**src/rtl/ps2_host_tx.sv**
```systemverilog
// ps2_host_tx -- host-to-device PS/2 transmitter with a Wishbone slave port.
//
// Sends one command byte at a time to a PS/2 device over the open-drain
// clock/data pair: inhibit the clock, issue the start bit, then shift out
// 8 data bits, odd parity and stop on device-generated falling clock edges,
// and finally sample the device acknowledge bit.
//
// Ports:
//   wb_clk_i, wb_rst_i      system clock, asynchronous active-low reset
//   wb_adr_i[1]             register select (0 = DATA, 1 = CSR)
//   wb_dat_i / wb_dat_o     write / read data (read data valid with ack)
//   wb_cyc_i, wb_stb_i,
//   wb_we_i, wb_sel_i       Wishbone request; writes need wb_sel_i[0]
//   wb_ack_o                bus acknowledge
//   irq / iack              level interrupt request / 1-cycle acknowledge
//   ps2_clk_i, ps2_data_i   PS/2 line levels (asynchronous)
//   ps2_clk_oe, ps2_data_oe 1 = pull the corresponding line low
//   busy_o                  frame in progress
//
// CSR layout: [0] BUSY, [1] DONE, [2] ERR, [6] IE (rw), [7] READY = ~BUSY.
//
// Bus handshake: a request is cyc & stb. wb_ack_o is registered and rises
// one cycle after the request appears, stays high for exactly one cycle and
// is re-armed only after it has dropped. A write takes effect on the cycle
// where ack is high and the request is still present; read data is
// presented on wb_dat_o during that same ack cycle and is zero otherwise.
module ps2_host_tx #(
    parameter int REFCLK      = 50000000,
    parameter int INHIBIT_CYC = 5000,
    parameter int TIMEOUT_CYC = 750000,
    parameter int FILTER      = 8
) (
    input  logic        wb_clk_i,
    input  logic        wb_rst_i,
    input  logic [15:0] wb_adr_i,
    input  logic [15:0] wb_dat_i,
    output logic [15:0] wb_dat_o,
    input  logic        wb_cyc_i,
    input  logic        wb_we_i,
    input  logic        wb_stb_i,
    input  logic [1:0]  wb_sel_i,
    output logic        wb_ack_o,
    output logic        irq,
    input  logic        iack,
    input  logic        ps2_clk_i,
    input  logic        ps2_data_i,
    output logic        ps2_clk_oe,
    output logic        ps2_data_oe,
    output logic        busy_o
);

    localparam int INH_W = $clog2(INHIBIT_CYC + 1);
    localparam int TO_W  = $clog2(TIMEOUT_CYC + 1);
    localparam int FLT_W = $clog2(FILTER + 1);

    localparam logic [2:0] S_IDLE      = 3'd0;
    localparam logic [2:0] S_INHIBIT   = 3'd1;
    localparam logic [2:0] S_REQ       = 3'd2;
    localparam logic [2:0] S_SHIFT     = 3'd3;
    localparam logic [2:0] S_WAIT_IDLE = 3'd4;

    logic [2:0]       state;
    logic [7:0]       data_reg;
    logic             done, err, ie, pend;
    logic [INH_W-1:0] inh_cnt;
    logic [TO_W-1:0]  to_cnt;
    logic [3:0]       bit_cnt;
    logic             data_low;

    logic             clk_meta, clk_sync, dat_meta, dat_sync;
    logic             clk_filt;
    logic [FLT_W-1:0] flt_cnt;
    logic             fall_edge;

    logic             bus_req, wr, wr_data, wr_csr;
    logic             busy, inh_last;
    logic [15:0]      csr_rd;

    // Bits of the bus that are not decoded by this block.
    logic unused_ok;
    assign unused_ok = &{1'b0, wb_adr_i[15:2], wb_adr_i[0], wb_dat_i[15:8],
                         wb_sel_i[1], (REFCLK != 0)};

    // ---------------- line synchronizers and clock glitch filter ----------
    // The filtered clock follows the synchronized clock only after it has
    // held a new level for FILTER consecutive cycles; a falling edge is
    // reported on the cycle the filter accepts a new low level.
    always_ff @(posedge wb_clk_i or negedge wb_rst_i) begin
        if (!wb_rst_i) begin
            clk_meta <= 1'b1;
            clk_sync <= 1'b1;
            dat_meta <= 1'b1;
            dat_sync <= 1'b1;
            clk_filt <= 1'b1;
            flt_cnt  <= '0;
        end else begin
            clk_meta <= ps2_clk_i;
            clk_sync <= clk_meta;
            dat_meta <= ps2_data_i;
            dat_sync <= dat_meta;
            if (clk_sync == clk_filt) begin
                flt_cnt <= '0;
            end else if (flt_cnt == FLT_W'(FILTER - 1)) begin
                clk_filt <= clk_sync;
                flt_cnt  <= '0;
            end else begin
                flt_cnt <= flt_cnt + 1'b1;
            end
        end
    end

    assign fall_edge = clk_filt & ~clk_sync & (flt_cnt == FLT_W'(FILTER - 1));

    // ---------------- bus ----------------
    assign bus_req = wb_cyc_i & wb_stb_i;
    assign wr      = wb_ack_o & bus_req & wb_we_i & wb_sel_i[0];
    assign wr_data = wr & ~wb_adr_i[1];
    assign wr_csr  = wr &  wb_adr_i[1];

    assign busy   = (state != S_IDLE);
    assign csr_rd = {8'h00, ~busy, ie, 3'b000, err, done, busy};

    always_ff @(posedge wb_clk_i or negedge wb_rst_i) begin
        if (!wb_rst_i) begin
            wb_ack_o <= 1'b0;
            wb_dat_o <= '0;
        end else begin
            wb_ack_o <= bus_req & ~wb_ack_o;
            if (bus_req & ~wb_ack_o & ~wb_we_i) begin
                wb_dat_o <= wb_adr_i[1] ? csr_rd : {8'h00, data_reg};
            end else begin
                wb_dat_o <= '0;
            end
        end
    end

    // ---------------- transmit FSM ----------------
    always_ff @(posedge wb_clk_i or negedge wb_rst_i) begin
        if (!wb_rst_i) begin
            state    <= S_IDLE;
            data_reg <= '0;
            done     <= 1'b0;
            err      <= 1'b0;
            ie       <= 1'b0;
            pend     <= 1'b0;
            inh_cnt  <= '0;
            to_cnt   <= '0;
            bit_cnt  <= '0;
            data_low <= 1'b0;
        end else begin
            if (wr_csr) begin
                ie <= wb_dat_i[6];
            end
            // Clears come first so a frame end below in the same cycle wins.
            if (iack || wr_data || (wr_csr && !wb_dat_i[6])) begin
                pend <= 1'b0;
            end

            case (state)
                S_IDLE: begin
                    data_low <= 1'b0;
                    if (wr_data) begin
                        data_reg <= wb_dat_i[7:0];
                        done     <= 1'b0;
                        err      <= 1'b0;
                        inh_cnt  <= '0;
                        state    <= S_INHIBIT;
                    end
                end
                S_INHIBIT: begin
                    if (inh_cnt == INH_W'(INHIBIT_CYC - 1)) begin
                        state <= S_REQ;
                    end else begin
                        inh_cnt <= inh_cnt + 1'b1;
                    end
                end
                S_REQ: begin
                    data_low <= 1'b1;
                    to_cnt   <= '0;
                    bit_cnt  <= '0;
                    state    <= S_SHIFT;
                end
                S_SHIFT: begin
                    if (to_cnt == TO_W'(TIMEOUT_CYC)) begin
                        data_low <= 1'b0;
                        err      <= 1'b1;
                        pend     <= 1'b1;
                        state    <= S_IDLE;
                    end else begin
                        to_cnt <= to_cnt + 1'b1;
                        if (fall_edge) begin
                            bit_cnt <= bit_cnt + 1'b1;
                            // bit_cnt holds the number of edges already seen.
                            if (bit_cnt < 4'd8) begin
                                data_low <= ~data_reg[bit_cnt[2:0]];
                            end else if (bit_cnt == 4'd8) begin
                                // Odd parity bit is ~^d; pulling low drives a 0.
                                data_low <= ^data_reg;
                            end else if (bit_cnt == 4'd9) begin
                                data_low <= 1'b0;
                            end else begin
                                // 11th edge: device acknowledge (low = accepted).
                                if (dat_sync) begin
                                    err <= 1'b1;
                                end else begin
                                    done <= 1'b1;
                                end
                                pend  <= 1'b1;
                                state <= S_WAIT_IDLE;
                            end
                        end
                    end
                end
                S_WAIT_IDLE: begin
                    data_low <= 1'b0;
                    if (clk_sync && dat_sync) begin
                        state <= S_IDLE;
                    end
                end
                default: begin
                    data_low <= 1'b0;
                    state    <= S_IDLE;
                end
            endcase
        end
    end

    // Line drives are decoded straight from state so an asynchronous reset
    // releases both lines immediately.
    assign inh_last    = (state == S_INHIBIT) && (inh_cnt == INH_W'(INHIBIT_CYC - 1));
    assign ps2_clk_oe  = (state == S_INHIBIT);
    assign ps2_data_oe = inh_last || (state == S_REQ) || ((state == S_SHIFT) && data_low);
    assign busy_o      = busy;
    assign irq         = ie & pend;

endmodule

```
**config.mk**
```make
export PLATFORM = sky130hd
export DESIGN_NAME = ps2_host_tx
export DESIGN_NICKNAME = d
export VERILOG_FILES = /design/src/rtl/ps2_host_tx.sv
export SDC_FILE = /design/constraint.sdc
export NUM_CORES = 1
export LEC_CHECK = 0
export BUFFER_PORTS_ARGS = -buffer_cell sky130_fd_sc_hd__buf_4
export CORE_MARGIN = 3
export CORE_UTILIZATION = 55
export CTS_CLUSTER_DIAMETER = 30
export CTS_CLUSTER_SIZE = 12
export DETAILED_ROUTE_END_ITERATION = 8
export PLACE_DENSITY = 0.8
export SETUP_SLACK_MARGIN = 0.1
export SLEW_MARGIN = 20
export SYNTH_ARGS = -nofsm -noshare
export SYNTH_HDL_FRONTEND = slang
export SYNTH_SLANG_ARGS = --single-unit
```
**constraint.sdc**
```tcl
create_clock -name wb_clk_i -period 2.5 [get_ports wb_clk_i]
set_input_delay 0.5 -clock wb_clk_i [delete_from_list [all_inputs] [get_ports wb_clk_i]]
set_output_delay 0.5 -clock wb_clk_i [all_outputs]
set_load 0.02 [all_outputs]
```
# After elaboration in Yosys (flattened, before gate mapping)
# Cells that the tools add are included.
# totals
wordCells,144
out_inout_bits,21
reg_bits,79
inputBits,42
# classes
n_eq_ne,26
magnitude_cmp,2
n_mux,51
n_addsub,4
n_reduce_logical,24
bitwise_logic,19
# op_table
op,count
$pmux 20 s2,1
$mux 1,26
$mux 13,2
$pmux 13 s2,1
$mux 3,8
$add 20x1->20 const B,1
$eq 20x20->1 const B,1
$mux 20,1
$ne 2x2->1 const B,9
$mux 4,4
$mux 8,2
$ne 3x3->1 const B,5
$pmux 3 s5,1
$reduce_and 7->1,2
$add 13x1->13 const B,1
$eq 13x13->1 const B,1
$and 1x1->1,11
$reduce_and 3->1,3
$add 4x1->4 const B,2
$eq 4x4->1 const B,2
$not 1->1,8
$pmux 4 s2,1
$reduce_and 8->1,1
$reduce_xor 8->1,1
other kinds (19),31

# Longest topological paths before layout
# depth
ltp_word,14
depth_mapped,8
depth_no_buf,7

# Worst setup path before layout
# No wires, ideal clock.
# synth_path
path_type,register to output
startpoint,reg inh_cnt[0]
endpoint,out ps2_data_oe
t_arrival_ns,1.694
setup_slack_ns,0.306
required_ns,2.000
n_path_buf,0
path_stages_with_launch,6
cell_sequence,dfrtp_1 ha_1 nand4b_1 nor4_1 nand2_1 a21oi_1
# synth_between
elab_chain_cells,4
# synth_lines
element,line_no,source
start: declaration,65,logic [INH_W-1:0] inh_cnt;
start signal: assignment,174,inh_cnt <= inh_cnt + 1'b1;
$eq 13x13->1,230,assign inh_last = (state == S_INHIBIT) && (inh_cnt == INH_W'(INHIBIT_CYC - 1));
$logic_and 1x1->1,230,
$logic_or 1x1->1 (2 in series),232,assign ps2_data_oe = inh_last || (state == S_REQ) || ((state == S_SHIFT) && data_low);
end: declaration,48,"output logic ps2_data_oe,"
# No other way between the ends.

# Final worst setup path
# layout_path
startpoint,reg inh_cnt[4]
endpoint,out ps2_data_oe
# The elaborated chain is that of the path after synthesis.

==> metrics.yaml <==
status:
  outcome: "completed"
worst_setup_path:
  crit_family: "simple AND/OR/NAND/NOR gates"
  critPathBufInv: 1
  path_class: "reg -> out"
  start_kind: "flip-flop"
  arrival_ns: 1.87
  crit_fanout: 6
  crit_path_end_kind: "output pin"
  worstPathCellList: "or2_2, nor4_4, nand2_1, a21oi_2, buf_4"
  cp_slowest_cell: "dfrtp_2"
  crit_required_ns: 2.00
  slowest_delay_ns: 0.44
clock_tree:
  path_clk_slew_ns: 0.08
  cts.path.max_buffers: 2
  numClockSinks: 71
  clock-root-buffer: "clkbuf_8"
  cts_buffers: 9
  cts_tree: "done"
  clock_latency_ns: 0.35
  htreeDepth: 3
placed_design:
  gp_congestion: 0.8333
  dp_cells: 549
  port_buffers: 30
  dp_hpwl_um: 5927
finish:
  largest_register_ffs: 20
  area_growth_pct: 14.99
  antenna_cells: 0
  largest-register: "to_cnt"
  largestRegisters: "to_cnt (20), inh_cnt (13)"
  fin_cells: 571
  ff_latch_area_mm2: 0.001785
  multi_input_area_mm2: 0.001989
  fin_nets: 520
  layout-drive-gt1-share_pct: 19.37
  fill_cells: 559
detailed_routing:
  drt_iter0_markers: 192
  vias_per_cell: 5.732
  num_vias: 3273
  ant_nets: 0
  post_drt_wl_per_cell_um: 14.76
  wl_um: 8427
  drcViolationCount: 0
  firstDrtPassIters: 5
synthesis:
  synthAdderAreaFrac_pct: 2.535
  synth_top_area_cell: "dfrtp_1"
  ys_seq_area_share_pct: 45.15
  yosys-top-cells-area: "dfrtp_1, nand2_1, mux2i_1"
  synth_top_family_by_area: "simple AND/OR/NAND/NOR gates"
  synth_compound_gate_area_share_pct: 12.83
  netlist_area_mm2: 0.003949
  synth-edff-count: 0
  synthXorXnorAreaFrac_pct: 3.327
  syn_inst: 428
  synth-simple-area-share_pct: 25.19
  synth_area_per_cell_um2: 9.226
  async_flop_share_pct: 100.0
  synth_top_area_share_pct: 41.83
  yosysUniqueCellTypes: 60
  synth.area.mux_share_pct: 5.196
  synth_seq_cells: 71
  synth_ff_type: "dfrtp_1"
  ys_warn_count: 0
timing:
  finalCritPeriodShare_pct: 94.86
  worst_pin_slew_ns: 0.8676
  finalCriticalPeriod_ns: 2.372
  setup_viol: 0
  hold_viol: 0
  max_slew_margin_pct: 42.16
  hold-worst-slack_ns: 0.2476
  setup_tns_ns: 0
  rsz0062_at_grt: "yes"
  fin_worst_skew_ns: 0.008419
  clock.fmax_ghz: 0.4217
  report.final.slew_viol_count: 0
die:
  num_rows: 30
  die_h_um: 90.73
  core_mm2: 0.006869
  fp.dieW_um: 90.73
  ios: 63
  die_area_mm2: 0.008232
  start_util_pct: 57.49
pwr:
  power_density_mw_per_mm2: 508.0
  p_leak_uw: 0.002029
  ir_drop_v: 0.0002968
grt:
  grt_start_max_net_pins: 72
  grt_pass1_vias: 3192
  grt_pass1_wl_um: 14490
  antenna_found_initial: 0
  grt.total_usage_pct: 21.62
  grt_remaining_overflow: 0
min_path:
  min_path_type: "in -> async"
job:
  drv_cap: 0
worst register-to-register path, stage by stage (launching register included):
cell,delay (ns)
dfrtp_1,0.46
or4_1,0.59
or4_4,0.50
nor2_4,0.16
or3_1,0.19
o32ai_1,0.11
placed cells by master (no fill, tap or decap), types with 4 or more instances in the layout:
cell,count
a211oi_1,4
a22o_1,8
nand3_1,18
and3_1,4
o21ai_0,22
nand2b_1,5
conb_1,8
buf_4,50
o211ai_1,6
a31oi_1,5
clkbuf_8,9
nand2_1,62
dfrtp_1,64
dfstp_2,5
nor2b_1,5
xor2_1,6
xnor2_1,9
nor3_1,12
mux2i_1,16
a21oi_1,14
nand4_1,9
nor4_1,8
nor2_1,35
inv_1,15
or3_1,10
and2_1,4
ha_1,7
cell usage after synthesis (all sizes together) (5+ instances only):
cell     n
a21oi   15
a22o     8
a31oi    5
and3     5
buf     16
clkbuf  10
dfrtp   66
dfstp    5
ha       8
inv     15
mux2i   16
nand2   62
nand2b   5
nand3   18
nand4    9
nor2    37
nor2b    5
nor3    14
nor4    10
o211ai   6
o21ai   26
or3     10
xnor2    9
xor2     6
what timing repair did:
item                                   in CTS  in global routing
setup buffers                               2                  4
pin swaps                                   1                  1
setup endpoints to repair                   1                  1
gates resized for setup                     4                  2
endpoints found under the hold margin       0                  0
hold buffers                                0                  0
cell type report:
| type | instances | share of cell area [%] |
|---|---|---|
| clock inverter | 6 | 1.901 |
| clock buffer | 10 | 2.811 |
| timing repair buffer | 50 | 8.267 |
| inverter | 15 | 1.240 |
| tap | 96 | 2.645 |
| multi-input combinational | 323 | 43.81 |
| sequential | 71 | 39.32 |
cells by family after synthesis:
group | Yosys count
flops | 71
buf+inv | 41
simple gates | 195
other cells | 1
fa+ha+maj | 8
mux | 19
xor+xnor | 15
compound gates | 78
layer usage:
layer  track usage (%)  wire length [um]  vias up
met5                 0                 0        -
met3             5.417               536       20
li1                  -                 -     1591
met2             34.84              4068      109
met1             28.23              3659     1553
met4             7.908               162        0
report_power, final:
part	internal, uW	leakage, uW	switching, uW
Clock	560	0.000106	436
Combinational	47.1	0.000989	67.3
Sequential	1180	0.000934	18.0
through the flow:
| stage | util [%] | total power (uW) | setup WS, ns | cell area (um^2) |
|---|---|---|---|---|
| 2_1_floorplan | - | 1284 | 0.3065 | 3975 |
| 3_3_place_gp | 61.99 | 1329 | 0.3147 | 4258 |
| 3_5_place_dp | 61.99 | 1335 | 0.3328 | 4258 |
| 4_1_cts | 65.63 | 2330 | 0.1169 | 4508 |
| 5_1_grt | 66.10 | 2404 | 0.06019 | 4541 |
| 6_report | 66.10 | 2307 | 0.1284 | 4541 |
worst paths after layout:
path	from	end	slack, ns	depth (start not counted)
setup reg to reg	to_cnt[10]	state[0]	0.38	5
max in group asynchronous	wb_rst_i	inh_cnt[5]	1.61	1
setup / recovery	inh_cnt[4]	ps2_data_oe	0.13	5
hold / removal	wb_rst_i	wb_dat_o[3]	0.25	1
min in group wb_clk_i	ps2_data_i	dat_meta	0.26	1
hold reg to reg	clk_meta	clk_sync	0.36	0
(Power assumes the default switching activity.)
